<file path="src/rtl/cpu_stage_sequencer.sv">
// rtl/cpu_stage_sequencer.sv - stage strobe sequencer with edge-latched fixed-priority interrupts
// Optional memory-wait timeout and bus_error pulse: define SEQ_TIMEOUT_EN.
module cpu_stage_sequencer #(
  parameter int ADDR_W      = 27,
  parameter int NUM_INT     = 4,
  parameter int INT_ID_W    = 8,
  parameter int TIMEOUT_CYC = 255
) (
  input  logic                clk,
  input  logic                reset,
  input  logic [3:0]          instr_op,
  input  logic                mem_done,
  input  logic [NUM_INT-1:0]  int_req,
  input  logic [ADDR_W-1:0]   pc_in,
  output logic                fetch,
  output logic                get_regs,
  output logic                read_mem,
  output logic                write_back,
  output logic                int_take,
  output logic [INT_ID_W-1:0] int_id,
  output logic [ADDR_W-1:0]   int_pc,
  output logic                int_active,
  output logic                bus_error
);

  localparam logic [2:0] S_IDLE   = 3'd0;
  localparam logic [2:0] S_FETCH  = 3'd1;
  localparam logic [2:0] S_DECODE = 3'd2;
  localparam logic [2:0] S_MEM    = 3'd3;
  localparam logic [2:0] S_WB     = 3'd4;
  localparam logic [2:0] S_INT    = 3'd5;

  localparam logic [3:0] OP_RETI  = 4'b0001;
  localparam logic [3:0] OP_COPY  = 4'b1100;
  localparam logic [3:0] OP_WRITE = 4'b1101;
  localparam logic [3:0] OP_READ  = 4'b1110;

  logic [2:0]          r_state;
  logic [2:0]          w_next;
  logic                r_entry;
  logic [NUM_INT-1:0]  r_req_q;
  logic [NUM_INT-1:0]  r_pending;
  logic [NUM_INT-1:0]  w_rise;
  logic [NUM_INT-1:0]  w_clr;
  logic [INT_ID_W-1:0] w_int_idx;
  logic                w_waiting;
  logic                w_timeout;
  logic                w_advance;
  logic                w_reti;
  logic                w_go_int;

  always_comb begin
    w_waiting = 1'b0;
    case (r_state)
      S_FETCH: w_waiting = 1'b1;
      S_MEM:   w_waiting = (instr_op == OP_READ) || (instr_op == OP_COPY);
      S_WB:    w_waiting = (instr_op == OP_WRITE) || (instr_op == OP_COPY);
      default: w_waiting = 1'b0;
    endcase
  end

  // mem_done is only honoured once the waiting state has been held for a cycle
  assign w_advance = w_waiting ? (w_timeout || (!r_entry && mem_done)) : 1'b1;
  assign w_reti    = (r_state == S_WB) && w_advance && (instr_op == OP_RETI);
  assign w_go_int  = (|r_pending) && (!int_active || w_reti);
  assign w_rise    = int_req & ~r_req_q;

  always_comb begin
    w_next = S_IDLE;
    case (r_state)
      S_IDLE:   w_next = S_FETCH;
      S_FETCH:  w_next = w_advance ? S_DECODE : S_FETCH;
      S_DECODE: w_next = S_MEM;
      S_MEM:    w_next = w_advance ? S_WB : S_MEM;
      S_WB:     w_next = w_advance ? (w_go_int ? S_INT : S_FETCH) : S_WB;
      S_INT:    w_next = S_FETCH;
      default:  w_next = S_IDLE;
    endcase
  end

  always_comb begin
    w_int_idx = '0;
    w_clr     = '0;
    for (int i = NUM_INT - 1; i >= 0; i--) begin
      if (r_pending[i]) begin
        w_int_idx = INT_ID_W'(i);
        w_clr     = '0;
        w_clr[i]  = 1'b1;
      end
    end
  end

  always_ff @(posedge clk or negedge reset) begin
    if (!reset) begin
      r_state    <= S_IDLE;
      r_entry    <= 1'b1;
      r_req_q    <= '0;
      r_pending  <= '0;
      int_id     <= '0;
      int_pc     <= '0;
      int_active <= 1'b0;
    end else begin
      r_state <= w_next;
      r_entry <= (w_next != r_state);
      r_req_q <= int_req;
      if (r_state == S_INT) begin
        // a fresh edge on the line being cleared keeps it pending
        r_pending  <= (r_pending & ~w_clr) | w_rise;
        int_id     <= w_int_idx;
        int_pc     <= pc_in;
        int_active <= 1'b1;
      end else begin
        r_pending <= r_pending | w_rise;
        if (w_reti) int_active <= 1'b0;
      end
    end
  end

  assign fetch      = (r_state == S_FETCH);
  assign get_regs   = (r_state == S_DECODE);
  assign read_mem   = (r_state == S_MEM);
  assign write_back = (r_state == S_WB);
  assign int_take   = (r_state == S_INT);

`ifdef SEQ_TIMEOUT_EN
  localparam int TCNT_RAW = $clog2(TIMEOUT_CYC + 1);
  localparam int TCNT_W   = (TCNT_RAW < 8) ? 8 : ((TCNT_RAW > 32) ? 32 : TCNT_RAW);

  logic [TCNT_W-1:0] r_tcnt;

  assign w_timeout = w_waiting && (r_tcnt == TCNT_W'(TIMEOUT_CYC - 1));
  assign bus_error = w_timeout && !(mem_done && !r_entry);

  always_ff @(posedge clk or negedge reset) begin
    if (!reset) begin
      r_tcnt <= '0;
    end else if ((w_next != r_state) || !w_waiting) begin
      r_tcnt <= '0;
    end else begin
      r_tcnt <= r_tcnt + 1'b1;
    end
  end
`else
  logic w_unused_timeout;

  assign w_timeout        = 1'b0;
  assign bus_error        = 1'b0;
  assign w_unused_timeout = (TIMEOUT_CYC == 0);
`endif

endmodule
</file>
<file path="config.mk">
export PLATFORM = sky130hd
export DESIGN_NAME = cpu_stage_sequencer
export DESIGN_NICKNAME = d
export VERILOG_FILES = /design/src/rtl/cpu_stage_sequencer.sv
export SDC_FILE = /design/constraint.sdc
export NUM_CORES = 1
export LEC_CHECK = 0
export BUFFER_PORTS_ARGS = -buffer_cell sky130_fd_sc_hd__buf_4
export CORE_ASPECT_RATIO = 1.4
export CORE_MARGIN = 2
export CORE_UTILIZATION = 25
export CTS_CLUSTER_DIAMETER = 200
export DETAILED_ROUTE_END_ITERATION = 12
export PLACE_DENSITY = 0.48
export SYNTH_ARGS = -nofsm -noshare
export SYNTH_HDL_FRONTEND = slang
export SYNTH_SLANG_ARGS = --single-unit
</file>
<file path="constraint.sdc">
create_clock -name clk -period 1.7 [get_ports clk]
set_input_delay 0.425 -clock clk [delete_from_list [all_inputs] [get_ports clk]]
set_output_delay 0.425 -clock clk [all_outputs]
set_load 0.05 [all_outputs]
</file>
* Yosys cells after proc, flatten, opt, wreduce, memory -nomap -nowiden *
Index checks and enable logic that the tools add are counted.
Widths: inputs -> output; s select.

operators by class
  equal/unequal tests = 10
  multiplexer cells = 18
  reduce and logical (&&, ||, !) cells = 13
  bitwise operators = 6

operators by type and width
  operator            number
  $mux 8              3
  $mux 4              5
  $pmux 3 s5          1
  $eq 4x4->1 const B  3
  $mux 3              3
  $and 4x4->4         2
  $not 4->4           2
  $or 4x4->4          2
  $eq 3x2->1 const B  2
  $eq 3x3->1 const B  2
  $eq 4x1->1 const B  1
  $logic_and 1x1->1   4
  $mux 2              2
  $reduce_or 4->1     1
  $eq 3x1->1 const B  1
  $logic_not 3->1     1
  $logic_or 1x1->1    3
  $mux 1              3
  $ne 3x3->1          1
  $pmux 1 s3          1
  $logic_not 1->1     2
  $reduce_bool 2->1   1
  $reduce_or 2->1     1

word-level totals
  bits in registers = 48
  word-level logic and storage cells = 54
  input port bits = 38
  output and inout port bits = 42

* Longest topological paths before layout *
  depth in word-level cells = 12
  depth in mapped cells = 6
  depth with buffers taken out = 4

* Worst setup path after synthesis *
No wires, ideal clock.

  kind = register to register
  start = register r_state[2]
  end = register int_active
  data arrival time = 2.086 ns
  stages on the path, launching flop included = 6
  buffers on the path = 1
  library setup time = 0.134 ns
  required time = 1.566 ns
  setup slack = -0.520 ns
  cells stage by stage = dfrtp_1 -> buf_2 -> nor3b_1 -> inv_1 -> o21ai_0 -> nand2_1

on the way
  cells in the longest elaborated chain, start to end = 6
  elaborated cells between the ends (all ways) = 10

RTL lines
  item                                    line  text
  start, declared                         38    logic [2:0] r_state;
  start signal, assigned                  103   r_state <= w_next;
  $eq 3x3->1 (*)                          --
  via write_back                          18    output logic write_back,
  $pmux 1 s3                              54    case (r_state)
  $mux 1                                  63    assign w_advance = w_waiting ? (w_timeout || (!r_entry && mem_done)) : 1'b1;
  $logic_and 1x1->1 (*) (2 in a row)      64    assign w_reti = (r_state == S_WB) && w_advance && (instr_op == OP_RETI);
  $reduce_bool 2->1 (no source line) (*)  --
  end signal, assigned                    101   int_active <= 1'b0;
  end signal, assigned                    111   int_active <= 1'b1;
  end signal, assigned                    114   if (w_reti) int_active <= 1'b0;
  end, declared                           22    output logic int_active,

The timed path passes the listed nets; every way through them passes the cells marked *.
A chain may end at the register's enable or synchronous reset.

* Worst setup path in the final report *
  start = register r_state[1]
  end = output port write_back

on the way
  cells in the longest elaborated chain, start to end = 1

RTL lines
  item           line  text
  $eq 3x3->1     122   assign write_back = (r_state == S_WB);
  end, declared  18

No other way between the ends.

==> results.yml <==
critical_path:
  arr_time_crit_path_ps: 1270
  setup.worst_path.class: "register to output port"
  crit_required_ps: 1270
  cp-start-kind: "register"
  worstPathMaxFanout: 6
  end_kind: "output port"
  slowest_delay_ps: 390
  cpLargestDelayFamily: "flip-flops"
  path_buf_inv: 2
  critical_path.slowest_cell: "dfrtp_1"
  timing.critical_path.cells: "buf_4 -> nor3b_4 -> buf_6"
global_routing:
  gr-usage-all-layers_pct: 12.0
  grt_pass1_vias: 1481
  antenna_violations_before_repair: 0
  grt_overflow: 0
  maximum_number_of_pins_on_one_net_before_global_route_repair: 43
  grt_pass1_wl_um: 7000
timing:
  setup_repair_after_global_routing_missed_its_margin: "true"
  max-slew-margin-rel_pct: 64.0
  total_negative_setup_slacks_ps: 0
  max_slew.worst_pin.slew_ps: 539
  timing.final.hold_violations: 0
  period_minus_slack_ps: 1690
  setup_viol: 0
  fmax_mhz: 591
  final_max_slew_viol_count: 0
  post-route-worst-setup-slack_ps: 7.58
  fin_worst_hold_slack_ps: 110
  skew_ps: 5.57
  period_share_pct: 99.6
yosys:
  post_synthesis_register_bit_count: 42
  sequential_to_total_area_share_from_yosys_stat_pct: 59.9
  syn_std_cell_area_um2: 1760
  synth-warning-count: 0
  syn-instance-count: 190
  syn_avg_cell_area_um2: 9.24
  synth_cell_type_count: 28
cells_and_area:
  final_nets: 312
  final_layout_size_suffix_gt1_share_pct: 37.8
  antenna-diode-count: 0
  flow.area_growth_from_synthesis_pct: 48.5
  finalNonFillerCells: 370
power_and_ir_drop:
  p_seq_share_pct: 29.8
  power_per_cell_area_nw_per_um2: 2100
  total_switching_power_uw: 2700
  clock_power_share_pct: 12.1
  vdd_ir_drop_max_mv: 0.771
  power.leakage_uw: 0.00135
  report.power.total_uw: 5490
  power.combinational.fraction_pct: 58.2
  internal-power_uw: 2780
  p_sw_share_pct: 49.2
floorplanning:
  ioPinCount: 80
  die_h_um: 103
  floorplan.rows: 36
  die_w_um: 74.8
  floorplan.initialDensity_pct: 25.5
  design.core.area_um2: 6890
  design.die.area_um2: 7720
clocking:
  cts_tree: "yes"
  numClockSinks: 42
  cts.clk_slew.worst_paths_ps: 80
  cts_made_buffers: 5
  clock_tree.buffer_depth: 2
  cts.root.buffer_cell: "clkbuf_8"
  clkLatencyLatePin_ps: 290
  htreeDepth: 2
min_path:
  timing.hold.worst.class: "input port to asynchronous set/reset pin"
routing:
  ant_nets: 0
  post-route-drc-count: 0
  routed_wirelength_um: 4190
  drt_first_pass_iters: 4
  viasPerCell: 4.00
  drt-wirelength-per-cell_um: 11.3
  vias: 1479
  initial_detailed_routing_violation_count: 36
placement:
  port_buffers: 72
  estimated_wirelength_of_the_detail_placed_design_um: 2920
  numPlacedInstances: 355
  place.gp.congestion: 0.782
  pre_cts_slack_ps: 77.3
outcome:
  run_status: "finished clean"
flow_run:
  number_of_max_capacitance_violations_reported: 0
per-stage QoR:
stage	utilization [%]	instance area, µm²
after floorplan	-	1790
after global placement	34.9	2400
after detailed placement	34.9	2400
after CTS	37.1	2560
after global routing	37.8	2610
final	37.8	2610
state kept, by name (all words and copies together) (netlist names):
register    flops
int_active      1
int_id          2
int_pc         27
r_entry         1
r_pending       4
r_req_q         4
r_state         3
power by group through the flow:
stage | clock, µW | combinational, µW | sequential [µW]
after floorplan | 0 | 939 | 2790
after global placement | 0 | 2980 | 1670
after detailed placement | 0 | 3000 | 1660
after CTS | 698 | 3130 | 1640
after global routing | 741 | 3440 | 1690
final | 663 | 3190 | 1630
layer usage:
layer | track usage [%] | up-vias | wire [µm]
li1 | - | 749 | -
met1 | 14.7 | 674 | 1750
met2 | 19.1 | 52 | 2070
met3 | 4.50 | 4 | 324
met4 | 4.40 | 0 | 45
met5 | 0 | - | 0
cells in the final DEF, fill, tap and decap left out, types with 2 or more instances in the layout:
cell type | Yosys | final
nor2_1 | 4 | 3
buf_4 | 7 | 78
a21oi_1 | 4 | 4
inv_1 | 7 | 7
buf_6 | 2 | 7
o31ai_1 | 2 | 2
dfrtp_1 | 41 | 40
clkbuf_8 | 0 | 6
nor3b_4 | 0 | 3
nand2_1 | 89 | 88
o21ai_0 | 7 | 7
conb_1 | 1 | 7
nor2b_1 | 2 | 2
nor3_1 | 2 | 2
worst paths after layout:
path | startpoint | end | slack [ps] | cells past startpoint
min reg2reg | r_req_q[1]$_DFF_PN0_ | r_pending[1]$_DFF_PN0_ | 420 | 1
max | r_state[1]$_DFF_PN0_ | write_back | 8 | 3
max reg2reg | r_state[0]$_DFF_PN0_ | r_state[0]$_DFF_PN0_ | 80 | 4
max in group asynchronous | reset | r_state[2]$_DFF_PN0_ | 1180 | 1
min in group clk | int_req[2] | r_req_q[2]$_DFF_PN0_ | 250 | 1
min | reset | int_pc[7]$_DFFE_PN0P_ | 110 | 1
cell type report:
type                       count  area [µm²]
timing repair buffer          86         679
multi-input combinational    131         633
clock inverter                 1        5.00
clock buffer                   7        86.3
tap                           95         119
sequential                    42        1050
inverter                       8        30.0
fill                         736        4290
cells in the mapped netlist (all sizes together):
| cell type | n | share of area [%] |
|---|---|---|
| nand2 | 89 | 19 |
| dfrtp | 41 | 58 |
| buf | 12 | 5.1 |
| inv | 8 | 1.7 |
| o21ai | 8 | 2.3 |
| a21oi | 4 | 1.1 |
| nor2 | 4 | 0.86 |
| clkbuf | 3 | 0.64 |
| nor3b | 3 | 1.3 |
| nor2b | 2 | 0.71 |
| nor3 | 2 | 0.57 |
| o31ai | 2 | 0.86 |
| or4b | 2 | 1.4 |
| a211oi | 1 | 1.1 |
| a221oi | 1 | 0.50 |
| conb | 1 | 0.21 |
| dfstp | 1 | 1.5 |
| nand3b | 1 | 0.43 |
| nand4bb | 1 | 0.64 |
| nor4 | 1 | 0.36 |
| o22ai | 1 | 0.36 |
| o41ai | 1 | 0.50 |
| or3 | 1 | 0.36 |
cell families (layout without fill, tap and decap cells):
| group | Yosys count | count (layout) | synth area share (%) |
|---|---|---|---|
| compound gates | 18 | 18 | 6.77 |
| other cells | 1 | 7 | 0.214 |
| flops | 42 | 42 | 59.9 |
| simple gates | 106 | 106 | 25.6 |
| buf+inv | 23 | 102 | 7.48 |
what timing repair did:
item / in CTS / in global routing
setup endpoints to repair: 5 / 6
setup buffers: 4 / 3
hold buffers: 0 / 0
gates resized for setup: 8 / 7
pin swaps: 1 / 6
Power figures use the tool's default switching activity.
